File: config.mk
export PLATFORM = sky130hd
export DESIGN_NAME = pipeline_hazard_ctrl_flat
export DESIGN_NICKNAME = d
export VERILOG_FILES = /design/src/rtl/pipeline_hazard_ctrl_if.sv /design/src/rtl/pipeline_hazard_ctrl.sv /design/src/flat_wrapper.sv
export SDC_FILE = /design/constraint.sdc
export NUM_CORES = 1
export LEC_CHECK = 0
export CAP_MARGIN = 20
export CORE_ASPECT_RATIO = 1.2
export CORE_MARGIN = 2
export CORE_UTILIZATION = 43
export CTS_BUF_LIST = sky130_fd_sc_hd__clkbuf_4
export CTS_CLUSTER_DIAMETER = 80
export DETAILED_ROUTE_END_ITERATION = 10
export PLACE_DENSITY_LB_ADDON = 0.25
export RECOVER_POWER = 50
export SETUP_SLACK_MARGIN = 0.15
export SYNTH_ARGS = -nofsm -noshare
export SYNTH_HDL_FRONTEND = slang
export SYNTH_SLANG_ARGS = --single-unit
File: constraint.sdc
create_clock -name clk -period 2.5 [get_ports clk]
set_input_delay 0.5 -clock clk [delete_from_list [all_inputs] [get_ports clk]]
set_output_delay 0.5 -clock clk [all_outputs]
set_load 0.02 [all_outputs]
File: src/rtl/pipeline_hazard_ctrl_if.sv
// Handshake bundle between the opcode decoder/datapath and the hazard controller.
// The decoder side is the master; the controller is the slave.
interface pipeline_hazard_ctrl_if #(
    parameter int ADDR_WIDTH = 5
);
    logic [ADDR_WIDTH-1:0] id_rs;
    logic [ADDR_WIDTH-1:0] id_rt;
    logic                  id_reads_rt;
    logic                  id_write_reg;
    logic [ADDR_WIDTH-1:0] id_wnum;
    logic                  id_is_branch;
    logic                  id_is_jump;
    logic                  id_is_halt;
    logic                  ex_mem_alu_zero;

    logic                  is_load_PC;
    logic [1:0]            control_mux_for_PC;
    logic                  is_IFID_open;
    logic                  is_IDEX_open;
    logic                  is_EXMEM_open;
    logic                  is_MEMWB_open;
    logic                  ex_valid;
    logic                  mem_valid;
    logic                  wb_valid;
    logic                  halted;

    modport master (
        output id_rs, id_rt, id_reads_rt, id_write_reg, id_wnum,
               id_is_branch, id_is_jump, id_is_halt, ex_mem_alu_zero,
        input  is_load_PC, control_mux_for_PC, is_IFID_open, is_IDEX_open,
               is_EXMEM_open, is_MEMWB_open, ex_valid, mem_valid, wb_valid, halted
    );

    modport slave (
        input  id_rs, id_rt, id_reads_rt, id_write_reg, id_wnum,
               id_is_branch, id_is_jump, id_is_halt, ex_mem_alu_zero,
        output is_load_PC, control_mux_for_PC, is_IFID_open, is_IDEX_open,
               is_EXMEM_open, is_MEMWB_open, ex_valid, mem_valid, wb_valid, halted
    );
endinterface

File: src/rtl/pipeline_hazard_ctrl.sv
// Sequencing controller for a 5-stage pipeline: RAW stalls, branch/jump flushes
// and halt draining, driven from per-stage valid bits and destination tags.
module pipeline_hazard_ctrl #(
    parameter int WIDTH        = 32,
    parameter int DRAIN_CYCLES = 3
) (
    input  logic                  clk,
    input  logic                  rst,
    pipeline_hazard_ctrl_if.slave hz
);
    localparam int ADDR_WIDTH = $clog2(WIDTH);
    localparam int CNT_W      = (DRAIN_CYCLES > 1) ? $clog2(DRAIN_CYCLES) : 1;
    localparam logic [CNT_W-1:0] CNT_LAST = CNT_W'(DRAIN_CYCLES - 1);

    typedef enum logic [1:0] {
        S_RUN    = 2'd0,
        S_DRAIN  = 2'd1,
        S_HALTED = 2'd2
    } state_t;

    state_t                r_state;
    logic [CNT_W-1:0]      r_cnt;
    logic                  r_v_id;
    logic                  r_v_ex;
    logic                  r_ex_wr;
    logic [ADDR_WIDTH-1:0] r_ex_wnum;
    logic                  r_ex_br;
    logic                  r_ex_jmp;
    logic                  r_v_mem;
    logic                  r_mem_wr;
    logic [ADDR_WIDTH-1:0] r_mem_wnum;
    logic                  r_mem_br;
    logic                  r_v_wb;
    logic                  r_wb_wr;
    logic [ADDR_WIDTH-1:0] r_wb_wnum;

    logic w_ex_writer, w_mem_writer, w_wb_writer;
    logic w_rs_hit, w_rt_hit, w_hazard;
    logic w_run, w_drain, w_halted, w_live;
    logic w_redir_br, w_redir_jp, w_stall, w_halt_go, w_advance, w_load_pc;

    // r0 is never a real destination, so it can never create a dependency.
    assign w_ex_writer  = r_v_ex  & r_ex_wr  & (r_ex_wnum  != '0);
    assign w_mem_writer = r_v_mem & r_mem_wr & (r_mem_wnum != '0);
    assign w_wb_writer  = r_v_wb  & r_wb_wr  & (r_wb_wnum  != '0);

    assign w_rs_hit = (w_ex_writer  && hz.id_rs == r_ex_wnum)
                   || (w_mem_writer && hz.id_rs == r_mem_wnum)
                   || (w_wb_writer  && hz.id_rs == r_wb_wnum);
    assign w_rt_hit = (w_ex_writer  && hz.id_rt == r_ex_wnum)
                   || (w_mem_writer && hz.id_rt == r_mem_wnum)
                   || (w_wb_writer  && hz.id_rt == r_wb_wnum);
    assign w_hazard = r_v_id & (w_rs_hit | (hz.id_reads_rt & w_rt_hit));

    assign w_run    = (r_state == S_RUN);
    assign w_drain  = (r_state == S_DRAIN);
    assign w_halted = (r_state == S_HALTED);

    // Oldest instruction wins: a taken branch in MEM outranks a jump in EX,
    // which outranks anything the ID instruction wants.
    assign w_redir_br = (w_run | w_drain) & r_v_mem & r_mem_br & hz.ex_mem_alu_zero;
    assign w_redir_jp = w_run & ~w_redir_br & r_v_ex & r_ex_jmp;
    assign w_stall    = w_run & ~w_redir_br & ~w_redir_jp & w_hazard;
    assign w_halt_go  = w_run & ~w_redir_br & ~w_redir_jp & ~w_hazard & r_v_id & hz.id_is_halt;
    assign w_advance  = w_run & ~w_redir_br & ~w_redir_jp & ~w_hazard & ~w_halt_go;
    assign w_load_pc  = w_redir_br | w_redir_jp | w_advance;

    // Outputs are forced quiet while reset is held, independent of the clock.
    assign w_live                = rst & ~w_halted;
    assign hz.is_load_PC         = rst & w_load_pc;
    assign hz.is_IFID_open       = rst & w_load_pc;
    assign hz.control_mux_for_PC = !rst      ? 2'd0 :
                                   w_redir_br ? 2'd1 :
                                   w_redir_jp ? 2'd2 : 2'd0;
    assign hz.is_IDEX_open       = w_live;
    assign hz.is_EXMEM_open      = w_live;
    assign hz.is_MEMWB_open      = w_live;
    assign hz.ex_valid           = w_live & r_v_ex;
    assign hz.mem_valid          = w_live & r_v_mem;
    assign hz.wb_valid           = w_live & r_v_wb;
    assign hz.halted             = rst & w_halted;

    always_ff @(posedge clk or negedge rst) begin
        if (!rst) begin
            r_state    <= S_RUN;
            r_cnt      <= '0;
            r_v_id     <= 1'b0;
            r_v_ex     <= 1'b0;
            r_ex_wr    <= 1'b0;
            r_ex_wnum  <= '0;
            r_ex_br    <= 1'b0;
            r_ex_jmp   <= 1'b0;
            r_v_mem    <= 1'b0;
            r_mem_wr   <= 1'b0;
            r_mem_wnum <= '0;
            r_mem_br   <= 1'b0;
            r_v_wb     <= 1'b0;
            r_wb_wr    <= 1'b0;
            r_wb_wnum  <= '0;
        end else if (!w_halted) begin
            r_v_wb    <= r_v_mem;
            r_wb_wr   <= r_mem_wr;
            r_wb_wnum <= r_mem_wnum;
            if (w_redir_br) begin
                // A taken branch also squashes a halt that was draining behind it.
                r_v_id  <= 1'b0;
                r_v_ex  <= 1'b0;
                r_v_mem <= 1'b0;
                r_state <= S_RUN;
                r_cnt   <= '0;
            end else begin
                r_v_mem    <= r_v_ex;
                r_mem_wr   <= r_ex_wr;
                r_mem_wnum <= r_ex_wnum;
                r_mem_br   <= r_ex_br;
                if (w_advance) begin
                    r_v_id    <= 1'b1;
                    r_v_ex    <= r_v_id;
                    r_ex_wr   <= r_v_id & hz.id_write_reg;
                    r_ex_wnum <= hz.id_wnum;
                    r_ex_br   <= r_v_id & hz.id_is_branch;
                    r_ex_jmp  <= r_v_id & hz.id_is_jump;
                end else begin
                    r_v_ex    <= 1'b0;
                    r_ex_wr   <= 1'b0;
                    r_ex_wnum <= '0;
                    r_ex_br   <= 1'b0;
                    r_ex_jmp  <= 1'b0;
                    if (!w_stall) r_v_id <= 1'b0;
                end
                if (w_halt_go) begin
                    r_state <= S_DRAIN;
                    r_cnt   <= '0;
                end else if (w_drain) begin
                    if (r_cnt == CNT_LAST) r_state <= S_HALTED;
                    else                   r_cnt   <= r_cnt + 1'b1;
                end
            end
        end
    end
endmodule
File: src/flat_wrapper.sv
// flat-port wrapper written by rule: the top's interface ports become plain ports
module pipeline_hazard_ctrl_flat 
#(
    parameter int WIDTH        = 32,
    parameter int DRAIN_CYCLES = 3
)
  (clk, rst, hz_id_rs, hz_id_rt, hz_id_reads_rt, hz_id_write_reg, hz_id_wnum, hz_id_is_branch, hz_id_is_jump, hz_id_is_halt, hz_ex_mem_alu_zero, hz_is_load_PC, hz_control_mux_for_PC, hz_is_IFID_open, hz_is_IDEX_open, hz_is_EXMEM_open, hz_is_MEMWB_open, hz_ex_valid, hz_mem_valid, hz_wb_valid, hz_halted);
  pipeline_hazard_ctrl_if hz_i ();
  input  logic clk;
  input  logic rst;
  input wire logic [$bits(hz_i.id_rs)-1:0] hz_id_rs;
  input wire logic [$bits(hz_i.id_rt)-1:0] hz_id_rt;
  input wire logic [$bits(hz_i.id_reads_rt)-1:0] hz_id_reads_rt;
  input wire logic [$bits(hz_i.id_write_reg)-1:0] hz_id_write_reg;
  input wire logic [$bits(hz_i.id_wnum)-1:0] hz_id_wnum;
  input wire logic [$bits(hz_i.id_is_branch)-1:0] hz_id_is_branch;
  input wire logic [$bits(hz_i.id_is_jump)-1:0] hz_id_is_jump;
  input wire logic [$bits(hz_i.id_is_halt)-1:0] hz_id_is_halt;
  input wire logic [$bits(hz_i.ex_mem_alu_zero)-1:0] hz_ex_mem_alu_zero;
  output wire logic [$bits(hz_i.is_load_PC)-1:0] hz_is_load_PC;
  output wire logic [$bits(hz_i.control_mux_for_PC)-1:0] hz_control_mux_for_PC;
  output wire logic [$bits(hz_i.is_IFID_open)-1:0] hz_is_IFID_open;
  output wire logic [$bits(hz_i.is_IDEX_open)-1:0] hz_is_IDEX_open;
  output wire logic [$bits(hz_i.is_EXMEM_open)-1:0] hz_is_EXMEM_open;
  output wire logic [$bits(hz_i.is_MEMWB_open)-1:0] hz_is_MEMWB_open;
  output wire logic [$bits(hz_i.ex_valid)-1:0] hz_ex_valid;
  output wire logic [$bits(hz_i.mem_valid)-1:0] hz_mem_valid;
  output wire logic [$bits(hz_i.wb_valid)-1:0] hz_wb_valid;
  output wire logic [$bits(hz_i.halted)-1:0] hz_halted;
  assign hz_i.id_rs = hz_id_rs;
  assign hz_i.id_rt = hz_id_rt;
  assign hz_i.id_reads_rt = hz_id_reads_rt;
  assign hz_i.id_write_reg = hz_id_write_reg;
  assign hz_i.id_wnum = hz_id_wnum;
  assign hz_i.id_is_branch = hz_id_is_branch;
  assign hz_i.id_is_jump = hz_id_is_jump;
  assign hz_i.id_is_halt = hz_id_is_halt;
  assign hz_i.ex_mem_alu_zero = hz_ex_mem_alu_zero;
  assign hz_is_load_PC = hz_i.is_load_PC;
  assign hz_control_mux_for_PC = hz_i.control_mux_for_PC;
  assign hz_is_IFID_open = hz_i.is_IFID_open;
  assign hz_is_IDEX_open = hz_i.is_IDEX_open;
  assign hz_is_EXMEM_open = hz_i.is_EXMEM_open;
  assign hz_is_MEMWB_open = hz_i.is_MEMWB_open;
  assign hz_ex_valid = hz_i.ex_valid;
  assign hz_mem_valid = hz_i.mem_valid;
  assign hz_wb_valid = hz_i.wb_valid;
  assign hz_halted = hz_i.halted;
  pipeline_hazard_ctrl #(.WIDTH(WIDTH), .DRAIN_CYCLES(DRAIN_CYCLES)) u_core (.clk(clk), .rst(rst), .hz(hz_i));
endmodule
Yosys cells after proc, flatten, opt, wreduce, memory -nomap -nowiden --
Cells that the tools add are included.
Storage, ports and cells: logic and storage cells 106, bits in registers 29, bits of input ports 23
Operators by class: bitwise operators 38, add/sub/neg operators 1, reductions and logical operators 20, mux-type cells 21, eq/ne operators 11
Operators with widths (count):
- 5-bit equality test | 6
- 1-bit AND | 29
- 2-bit 2-to-1 mux | 11
- 5-bit nonzero test | 3
- 1-bit 2-to-1 mux | 9
- 1-bit logical AND | 6
- 3-bit AND reduction | 2
- 3-bit nonzero test | 2
- 5-bit 2-to-1 mux | 1
- 1-bit inverter | 5
- 2-bit equality test (second input constant) | 2
- 1-bit logical OR | 4
- 1-bit bitwise OR | 4
- 2-bit AND reduction | 2
- 3-bit by 1-bit != test with 1-bit output (second input constant) | 1
- 3-bit by 2-bit != test with 1-bit output (second input constant) | 1
- 2-bit by 1-bit adder with 2-bit output (second input constant) | 1
- 2-bit by 1-bit equality test with 1-bit output (second input constant) | 1
- 2-bit zero test | 1

Longest topological paths before layout --
depth after elaboration 18, mapped depth 7

Worst setup path before layout --
OpenSTA, ideal clock, no wires.
path kind flip-flop to output port, start register u_core.r_ex_wnum[1], end output hz_is_load_PC, slack -315 ps, cell stages (with the launch flop) 8, path buffers 1, data required time 2000 ps, data arrival time 2315 ps, cell sequence dfrtp_1 > or4_1 > o211ai_2 > nor4_1 > o41ai_1 > a21oi_1 > a21oi_1 > buf_4
Between the ends: longest elaborated chain between the ends 16
RTL lines:
- start: declaration | line pipeline_hazard_ctrl.sv:26 | logic [ADDR_WIDTH-1:0] r_ex_wnum;
- start signal: assignment | line pipeline_hazard_ctrl.sv:120 | r_ex_wnum <= hz.id_wnum;
- 5-bit nonzero test | line pipeline_hazard_ctrl.sv:43 | assign w_ex_writer = r_v_ex & r_ex_wr & (r_ex_wnum != '0);
- 1-bit AND | line pipeline_hazard_ctrl.sv:43
- 1-bit logical AND | line pipeline_hazard_ctrl.sv:50 | assign w_rt_hit = (w_ex_writer && hz.id_rt == r_ex_wnum)
- 1-bit logical OR | line pipeline_hazard_ctrl.sv:51 | || (w_mem_writer && hz.id_rt == r_mem_wnum)
- 1-bit logical OR | line pipeline_hazard_ctrl.sv:52 | || (w_wb_writer && hz.id_rt == r_wb_wnum);
- 1-bit AND | line pipeline_hazard_ctrl.sv:53 | assign w_hazard = r_v_id & (w_rs_hit | (hz.id_reads_rt & w_rt_hit));
- 1-bit bitwise OR (*) | line pipeline_hazard_ctrl.sv:53
- 1-bit AND (*) | line pipeline_hazard_ctrl.sv:53
- 1-bit inverter (*) | line pipeline_hazard_ctrl.sv:64, pipeline_hazard_ctrl.sv:65
- 1-bit AND (*) | line pipeline_hazard_ctrl.sv:64, pipeline_hazard_ctrl.sv:65
- 1-bit AND (2 in series) | line pipeline_hazard_ctrl.sv:64 | assign w_halt_go = w_run & ~w_redir_br & ~w_redir_jp & ~w_hazard & r_v_id & hz.id_is_halt;
- 1-bit inverter | line pipeline_hazard_ctrl.sv:65 | assign w_advance = w_run & ~w_redir_br & ~w_redir_jp & ~w_hazard & ~w_halt_go;
- 1-bit AND (*) | line pipeline_hazard_ctrl.sv:65
- 1-bit bitwise OR (*) | line pipeline_hazard_ctrl.sv:66 | assign w_load_pc = w_redir_br | w_redir_jp | w_advance;
- 1-bit AND (*)
- end: declaration | line flat_wrapper.sv:20 | output wire logic [$bits(hz_i.is_load_PC)-1:0] hz_is_load_PC;
Every way passes the cells marked *; elsewhere a longest branch is shown, timed or not.

Worst setup path in the final report --
start register u_core.r_mem_wnum[2], end output hz_is_load_PC
Between the ends: longest elaborated chain between the ends 16
RTL lines:
- start: declaration | line pipeline_hazard_ctrl.sv:31 | logic [ADDR_WIDTH-1:0] r_mem_wnum;
- start signal: assignment | line pipeline_hazard_ctrl.sv:114 | r_mem_wnum <= r_ex_wnum;
- 5-bit nonzero test | line pipeline_hazard_ctrl.sv:44 | assign w_mem_writer = r_v_mem & r_mem_wr & (r_mem_wnum != '0);
- 1-bit AND | line pipeline_hazard_ctrl.sv:44
- 1-bit logical AND | line pipeline_hazard_ctrl.sv:51
- 1-bit logical OR | line pipeline_hazard_ctrl.sv:51
- 1-bit logical OR | line pipeline_hazard_ctrl.sv:52
- 1-bit AND | line pipeline_hazard_ctrl.sv:53
- 1-bit bitwise OR (*) | line pipeline_hazard_ctrl.sv:53
- 1-bit AND (*) | line pipeline_hazard_ctrl.sv:53
- 1-bit inverter (*) | line pipeline_hazard_ctrl.sv:64, pipeline_hazard_ctrl.sv:65
- 1-bit AND (*) | line pipeline_hazard_ctrl.sv:64, pipeline_hazard_ctrl.sv:65
- 1-bit AND (2 in series) | line pipeline_hazard_ctrl.sv:64
- 1-bit inverter | line pipeline_hazard_ctrl.sv:65
- 1-bit AND (*) | line pipeline_hazard_ctrl.sv:65
- 1-bit bitwise OR (*) | line pipeline_hazard_ctrl.sv:66
- 1-bit AND (*) | line pipeline_hazard_ctrl.sv:70 | assign hz.is_load_PC = rst & w_load_pc;
Marks and branches as above.

==> results.sh <==
export IMPL_clkTransAtPathRegs_ps=90
export IMPL_synth_edf_count=0
export IMPL_clockBufferDepth=2
export IMPL_min_delay_start="u_core.r_mem_br$_DFFE_PN0P_"
export IMPL_utilization_pct=66.00
export IMPL_crit_chain="or4_4 -> nor2_4 -> nor4_1 -> buf_4 -> o41ai_4 -> a21oi_2 -> a21oi_4 -> buf_6"
export IMPL_setup_violations=2
export IMPL_fin_crit_ps=2855
export IMPL_placed_area_mm2=0.002417
export IMPL_crit_path_end="hz_is_load_PC"
export IMPL_antenna_violating_nets_post_route=0
export IMPL_grt_pass1_vias=1677
export IMPL_layout_cells_most_common_list="38 x nand2_1, 38 x buf_4, 29 x dfrtp_1"
export IMPL_clk_latency_ps=330
export IMPL_max_freq_ghz=0.3503
export IMPL_holdBufCountCts=0
export IMPL_critPathMaxFanout=2
export IMPL_drc=0
export IMPL_r2r_end="u_core.r_ex_wr$_DFFE_PN0P_"
export IMPL_cpMaxStageDelayCell="or4_4"
export IMPL_hold_class="flop to flop"
export IMPL_max_slew_worst_pin_slew_ps=760.4
export IMPL_final_cell_area_mm2=0.002560
export IMPL_syn_nets=205
export IMPL_drive_gt1_share_pct=29.07
export IMPL_arrival_ps=2350
export IMPL_critPathKind="flop to primary output"
export IMPL_clock_skew_ps=11.24
export IMPL_via_per_inst=5.173
export IMPL_fin_crit_sh_pct=114.2
export IMPL_critical_path_max_stage_delay_ps=540
export IMPL_r2r_setup_slack_ps=240
export IMPL_worstPathRequired_ps=2000
export IMPL_grt_start_max_net_pins=15
export IMPL_routedWlPerCell_um=15.31
export IMPL_holdWs_ps=512.6
export IMPL_rows=25
export IMPL_fin_cells=312
export IMPL_gp_congestion=0.9440
export IMPL_start_kind="flop"
export IMPL_slew_viol_final=0
export IMPL_violations="setup timing"
export IMPL_cts_root_buf="clkbuf_4"
export IMPL_antenna_cells=0
export IMPL_syn_inst=181
export IMPL_ys_types=33
export IMPL_r2r_cells=8
export IMPL_cp_startpoint="u_core.r_mem_wnum[2]$_DFFE_PN0P_"
export IMPL_hold_viol_final=0
export IMPL_ir_drop_mv=0.2220
export IMPL_fin_nets=281
export IMPL_syn_area_mm2=0.001708
export IMPL_synthToLayoutAreaGrowth_pct=49.89
export IMPL_die_x_um=61.53
export IMPL_relSlewSlack_pct=49.31
export IMPL_grt_use_total_pct=24.06
export IMPL_synthArstFlopShare_pct=100.0
export IMPL_reg2reg_from="u_core.r_wb_wnum[4]$_DFFE_PN0N_"
export IMPL_synth_ff_type="dfrtp_1"
export IMPL_setup_slack_ps=-354.8
export IMPL_outcome="finished with violations"
export IMPL_fillerInstances=366
export IMPL_placed_cells=302
export IMPL_pre_cts_ws_ps=-683.7
export IMPL_first_pass_iters=4
export IMPL_die_height_um=73.04
export IMPL_drt_initial_drc_count=82
export IMPL_die_area_mm2=0.004494
export IMPL_vias=1614
export IMPL_start_util_pct=44.03
export IMPL_coreArea_mm2=0.003879
export IMPL_drv_cap=0
export IMPL_ios=34
export IMPL_antenna_found_initial=0
export IMPL_htreeDepth=2
export IMPL_synth_seq_area_share_pct=42.49
export IMPL_synth_avg_cell_area_um2=9.436
export IMPL_ys_warn_count=0
export IMPL_cts_buffers=5
export IMPL_rsz0062_at_grt="true"
export IMPL_cts_sinks=29
export IMPL_hpwl_mm=3.730
export IMPL_grt_pass1_wl_mm=7.824
export IMPL_p_per_area_mw_per_mm2=337.7
export IMPL_ys_ff_latch=29
export IMPL_wirelength_mm=4.778
export IMPL_grt_ovfl_total=0
export IMPL_portBuffers=33
export IMPL_p_leak_uw=0.001208
export IMPL_cts_tree="built"
export IMPL_cp_end_kind="primary output"
==> per-stage QoR <==
stage | setup TNS, ps | total power [uW]
final | -709.4 | 864.5
after global routing | -890.8 | 909.5
after global placement | -1712 | 573.7
after floorplan | -22.85 | 502.4
after detailed placement | -2453 | 575.4
after CTS | -794.6 | 883.0
==> worst min path at each step <==
stage	endpoint	slack [ps]	cells past startpoint
floorplan	u_core.r_cnt[0]$_DFFE_PN0P_	200	0
global placement	u_core.r_mem_br$_DFFE_PN0P_	470	2
detailed placement	u_core.r_wb_wr$_DFFE_PN0N_	480	2
CTS	u_core.r_mem_br$_DFFE_PN0P_	460	2
global route	u_core.r_mem_br$_DFFE_PN0P_	540	2
finish	u_core.r_mem_br$_DFFE_PN0P_	510	2
==> critical path, delay by kind of cell (launching register included) <==
kind | cells | cell delay (ps)
AND/OR/NAND/NOR | 3 | 760
AO/OA/AOI/OAI | 3 | 590
flip-flops | 1 | 410
buffers and inverters | 2 | 280
==> cell usage after synthesis, types with 4 or more instances <==
cell type  number  share of area [%]
nor2_1          4               0.88
nor4_1          7                2.6
and3_1          5                1.8
xnor2_1        19                9.7
a21oi_1         5                1.5
mux2_2          6                4.0
clkbuf_1        4               0.88
o21ai_1         5                1.5
dfrtp_1        29                 42
and2_1          5                1.8
nand2_1        38                8.4
nand3_1         6                1.8
buf_4           4                1.8
xor2_1         12                6.2
==> cell families (layout without fill, tap and decap cells) <==
kind of cell | count (synthesis) | count (layout) | synth area share [%]
compound gates | 25 | 25 | 10.70
xor+xnor | 31 | 31 | 15.90
fa+ha+maj | 1 | 1 | 0.7325
buf+inv | 11 | 88 | 3.296
flops | 29 | 29 | 42.49
mux | 7 | 7 | 4.542
simple gates | 77 | 77 | 22.34
==> state kept, by name, summed over array words and instances, names as in the netlist <==
| signal | count |
|---|---|
| u_core.r_wb_wr | 1 |
| u_core.r_cnt | 2 |
| u_core.r_v_id | 1 |
| u_core.r_wb_wnum | 5 |
| u_core.r_ex_jmp | 1 |
| u_core.r_v_ex | 1 |
| u_core.r_mem_wr | 1 |
| u_core.r_ex_br | 1 |
| u_core.r_state | 2 |
| u_core.r_v_wb | 1 |
| u_core.r_ex_wnum | 5 |
| u_core.r_ex_wr | 1 |
| u_core.r_mem_wnum | 5 |
| u_core.r_mem_br | 1 |
| u_core.r_v_mem | 1 |
==> report_power, final <==
part / internal, uW / switching (uW)
Sequential: 469 / 0
Clock: 144 / 153
Combinational: 55.8 / 42.4
==> metal layers <==
layer,GRT usage (%),vias up,part of all wire [%]
met2,42.11,41,52
li1,-,791,-
met3,4.965,18,4.1
met1,26.30,764,40
met4,12.77,0,3.7
met5,0,-,0
==> cell type report <==
cell class	instances	area [um2]	area share (%)
multi-input combinational	141	1049	40.96
clock buffer	8	60.06	2.346
sequential	29	725.7	28.35
tap	54	67.56	2.639
timing repair buffer	77	646.9	25.27
inverter	3	11.26	0.4399
==> repair_timing <==
action / 4_1_cts / 5_1_grt
setup buffers: 2 / 0
resized for setup: 32 / 7
endpoints found under the setup margin: 16 / 8
pin swaps: 8 / 4
No activity file was read; power rests on OpenSTA's default activity.
==> patch 1: new RTL, same flow settings <==
Re-encode `state_t` (3 states) as one-hot, 3 bits wide.
--- a/src/rtl/pipeline_hazard_ctrl.sv
+++ b/src/rtl/pipeline_hazard_ctrl.sv
@@ -14,6 +14,6 @@
 
-    typedef enum logic [1:0] {
-        S_RUN    = 2'd0,
-        S_DRAIN  = 2'd1,
-        S_HALTED = 2'd2
+    typedef enum logic [2:0] {
+        S_RUN    = 3'b001,
+        S_DRAIN  = 3'b010,
+        S_HALTED = 3'b100
     } state_t;
Behaviour: no difference found for any inputs over 10 cycles, from zero or initial values and one cycle with rst low; not proved beyond that.
==> patch 1 against the unedited design <==
- the run still ends with negative setup slack left
- setup slack lost 0.14 ns
- sequential cell count grew 1
- clock power grew 60%
- critical path depth is the same
- global-route usage shrank 2.6 points
- power grew 24%
- cell area grew 12%
- routed wire length grew 3.4%
- synthesized area grew 5.7%
- non-clock buffer count grew 16
==> patch 1: results (changes against the unedited design) <==
| Metric | Value |
|---|---|
| #MultiIn Comb | `147 (+4.3%)` |
| Clk_skew | `0.01679 ns (+0.005554 ns)` |
| Area after DPL | `2585 um^2 (+6.9%)` |
| Failing checks | `negative setup slack` |
| Multi-input gate share of the layout cell area | `39.29% (-1.7 points)` |
| Via density | `4.997 (-3.4%)` |
| Hold EP | `u_core.r_wb_wr` |
| Fill count | `310 (-15%)` |
| Total track usage | `21.46% (-2.6 points)` |
| Vias in the first global route | `1652 (-1.5%)` |
| Final clock-cell share | `3.548% (+1.2 points)` |
| Routed WL per cell | `14.48 um (-5.4%)` |
| Total Wirelength | `4939 um (+3.4%)` |
| Register area share after synthesis | `41.65% (-0.84 points)` |
| Layout cell share with drive strength beyond 1 | `35.19% (+6.1 points)` |
| Setup TNS | `-0.9900 ns (-0.2805 ns)` |
| Setup ws final | `-0.4950 ns (-0.1402 ns)` |
| Post-Synthesis Cells | `194 (+7.2%)` |
| Area occupied by multi-input gates | `1122 um^2 (+7.0%)` |
| Setup bufs post-CTS | `3 (+1)` |
| Worst Path Max Fanout | `4 (+2)` |
| DP HPWL | `3549 um (-4.9%)` |
| Met3 WL | `126 um (-36%)` |
| GR Util met2 | `39.01% (-3.1 points)` |
| Initial DRC count | `67 (-18%)` |
| Buffering overhead | `27.29% (+2.0 points)` |
| Synth top area cells | `dfrtp_1 (40%), nand2_1 (9.4%), xnor2_1 (9.2%), xor2_1 (6.3%), mux2_2 (4.4%)` |
| Slew @ Worst Pin | `0.8701 ns (+0.1097 ns)` |
| Met1 wire length | `2093 um (+9.5%)` |
| Largest net degree at the start of global routing | `18 (+3)` |
| Synth Area in XOR/XNOR | `15.52% (-0.37 points)` |
| Count of non-CTS inverters in the layout | `9 (+6)` |
| Non-clk bufs | `93 (+21%)` |
| Status | `finished, violations left` |
| Post-Synth Adder-Cell Area | `0.6930% (-0.040 points)` |
| WP data arrival | `2.50 ns (+0.15 ns)` |
| Fraction of synthesized area in multiplexers | `4.920% (+0.38 points)` |
| Post-Syn Nets | `218 (+6.3%)` |
| Endpoints failing setup | `2 (unchanged)` |
| Hold_sp | `u_core.r_wb_wr` |
| R2r setup slk | `0.15 ns (-0.09 ns)` |
| First-pass GRT wire length | `7721 um (-1.3%)` |
| M1 GR Usage | `26.03% (-0.27 points)` |
| Die Area | `4735 um^2 (+5.4%)` |
| Met3 GRT Util | `3.438% (-1.5 points)` |
| LEAKAGE | `1.377 nW (+14%)` |
| Post-synthesis cell type count | `40 (+21%)` |
==> patch 1: cell count changes after synthesis, sizes merged, moves of 3 or more <==
cell / delta
nand2: +7
a32o: -3
and2: -4
nor2: +3
nand3: +4
inv: +6
a21oi: -4
o31ai: +3
==> patch 1: stage by stage <==
step / hold WS (ns) / total power, W
floorplan: 0.2044 / 0.0005263
global placement: 0.4601 / 0.0006050
detailed placement: 0.4629 / 0.0006066
CTS: 0.4826 / 0.001079
global route: 0.5161 / 0.001114
finish: 0.4902 / 0.001072
==> patch 1: worst max-delay path by stage <==
stage	end	depth (start not counted)
after floorplan	hz_is_load_PC	7
after global placement	hz_is_IFID_open	8
after detailed placement	hz_is_IFID_open	8
after CTS	hz_is_IFID_open	7
after global routing	hz_is_load_PC	8
final	hz_is_load_PC	8
==> patch 1: power by group <==
part / switching (W) / internal, W
registers: 0 / 0.000485
clock network: 0.000168 / 0.000308
logic: 0.0000499 / 0.0000606
==> patch 2: new RTL, config.mk and constraints unchanged <==
Without the edit above. `DRAIN_CYCLES` is set to 3 in 2 places; all go to 5.
--- a/src/rtl/pipeline_hazard_ctrl.sv
+++ b/src/rtl/pipeline_hazard_ctrl.sv
@@ -4,3 +4,3 @@
     parameter int WIDTH        = 32,
-    parameter int DRAIN_CYCLES = 3
+    parameter int DRAIN_CYCLES = 5
 ) (
--- a/src/flat_wrapper.sv
+++ b/src/flat_wrapper.sv
@@ -4,3 +4,3 @@
     parameter int WIDTH        = 32,
-    parameter int DRAIN_CYCLES = 3
+    parameter int DRAIN_CYCLES = 5
 )
Behaviour: not the same (a bounded check fails within 10 cycles, from zero or initial values and one cycle with rst low).
==> patch 2 against the unedited design <==
- the flow still finishes with violations (negative setup slack)
- synthesized cell count is 3.9% higher
- utilization is 1.8 points higher
- routed wire length is 2.4% higher
- sequential cell count is 1 higher
- largest cell class unchanged
- final cell count is 6.1% higher
- maximum frequency is 3.6% lower
- cell area is 5.2% higher
- global-route usage is 1.7 points lower
- setup slack worse by 0.11 ns
- synthesized area is 5.5% higher
Power is not compared: it rests on default switching activity, and its combinational part moved more than twofold at a synthesized area within 25%.
==> patch 2: results (changes against the unedited design) <==
| Metric | Value |
|---|---|
| Fraction of synthesized area in multiplexers | `4.306% (-0.24 points)` |
| GR Util met2 | `37.00% (-5.1 points)` |
| M1 GR Usage | `30.89% (+4.6 points)` |
| WP data arrival | `2.46 ns (+0.11 ns)` |
| Initial DRC count | `59 (-28%)` |
| R2R Path End | `u_core.r_ex_br` |
| Layout cell share with drive strength beyond 1 | `32.13% (+3.1 points)` |
| Final instance count without filler cells | `331 (+6.1%)` |
| Post-synth top cells | `nand2_1 (41), dfrtp_1 (30), xor2_1 (19)` |
| Total track usage | `22.33% (-1.7 points)` |
| First-pass GRT wire length | `8073 um (+3.2%)` |
| Crit-path slowest cell | `or4_1` |
| Via density | `5.178 (about the same)` |
| Failing checks | `negative setup slack` |
| Register area share after synthesis | `41.67% (-0.82 points)` |
| Post-Syn Nets | `213 (+3.9%)` |
| Final RePlAce weighted congestion | `0.9013 (-4.5%)` |
| Met1 wire length | `2286 um (+20%)` |
| Synth Area in XOR/XNOR | `15.07% (-0.83 points)` |
| Slew @ Worst Pin | `0.7796 ns (+0.01924 ns)` |
| Setup bufs post-CTS | `5 (+3)` |
| Worst r2r src | `u_core.r_mem_wnum[4]` |
| Area after DPL | `2535 um^2 (+4.9%)` |
| Met2 WL | `2411 um (-3.3%)` |
| Post-Synthesis Cells | `188 (+3.9%)` |
| Endpoints failing setup | `2 (unchanged)` |
| Met3 GRT Util | `4.036% (-0.93 points)` |
| Post-Synth Adder-Cell Area | `1.389% (+0.66 points)` |
| Status | `finished, violations left` |
| Clk_skew | `0.007174 ns (-0.004061 ns)` |
| Total Wirelength | `4894 um (+2.4%)` |
| Final net count | `301 (+7.1%)` |
| Synth top area cells | `dfrtp_1 (42%), xor2_1 (9.2%), nand2_1 (8.5%), xnor2_1 (5.8%), mux2_2 (3.7%)` |
| CP peak stage delay | `0.52 ns (-0.02 ns)` |
| DP Cell Count | `317 (+5.0%)` |
| Post_cts resized | `41 (+28%)` |
| Complex-gate fraction of the synthesized area | `10.56% (-0.14 points)` |
| Top delay family on crit path | `compound AO/OA/AOI/OAI gates` |
| DP Worst Slack | `-0.8875 ns (-0.2037 ns)` |
| R2r setup slk | `0.14 ns (-0.10 ns)` |
| Largest net degree at the start of global routing | `15 (unchanged)` |
| R2R cell count | `9 (+1)` |
| HP Class | `in2async` |
| Post-synthesis cell type count | `39 (+18%)` |
| Met3 WL | `145 um (-26%)` |
| Setup TNS | `-0.9210 ns (-0.2116 ns)` |
| Vias in the first global route | `1661 (-0.95%)` |
| Setup ws final | `-0.4606 ns (-0.1058 ns)` |
| Fill count | `351 (-4.1%)` |
==> patch 2: cell types whose count changed in the layout (fill, tap and decap cells not counted), moves of 3 or more <==
cell	change
buf_4	+9
clkbuf_1	+3
clkbuf_4	-3
clkdlybuf4s50_1	-3
dlygate4sd2_1	+3
nand2_1	+3
nand4_1	-3
o21ai_1	-5
o21ai_2	+5
or4_1	+3
xnor2_1	-7
xor2_1	+7
==> patch 2: area by class of cell <==
cell class / instances / area, um^2 / area share (%)
Tap cell: 54 / 67.56 / 2.509
Inverter: 2 / 7.507 / 0.2788
Clock inverter: 3 / 16.27 / 0.6041
Sequential cell: 30 / 752.0 / 27.93
Multi-Input combinational cell: 148 / 1104 / 40.99
Timing Repair Buffer: 89 / 708.2 / 26.30
Clock buffer: 5 / 37.54 / 1.394
==> patch 2: how the worst max path moves through the flow <==
| stage | start | end | slack, ns | cells after the start |
|---|---|---|---|---|
| CTS | u_core.r_wb_wnum[1] | hz_is_load_PC | -0.44 | 8 |
| global placement | hz_id_rs[2] | hz_is_IFID_open | -0.82 | 8 |
| global route | u_core.r_wb_wnum[1] | hz_is_load_PC | -0.61 | 8 |
| floorplan | u_core.r_ex_wnum[0] | hz_is_load_PC | -0.08 | 7 |
| finish | u_core.r_wb_wnum[1] | hz_is_load_PC | -0.46 | 8 |
| detailed placement | hz_id_rs[3] | hz_is_load_PC | -0.89 | 8 |
==> patch 2: power breakdown <==
| part | switching, W | total (W) | leakage (nW) | internal [W] |
|---|---|---|---|---|
| sequential | 0.000144 | 0.000783 | 0.400 | 0.000639 |
| combinational | 0.000741 | 0.00143 | 0.885 | 0.000691 |
| clock | 0.000172 | 0.000277 | 0.0286 | 0.000104 |
| total | 0.00106 | 0.00249 | 1.31 | 0.00143 |
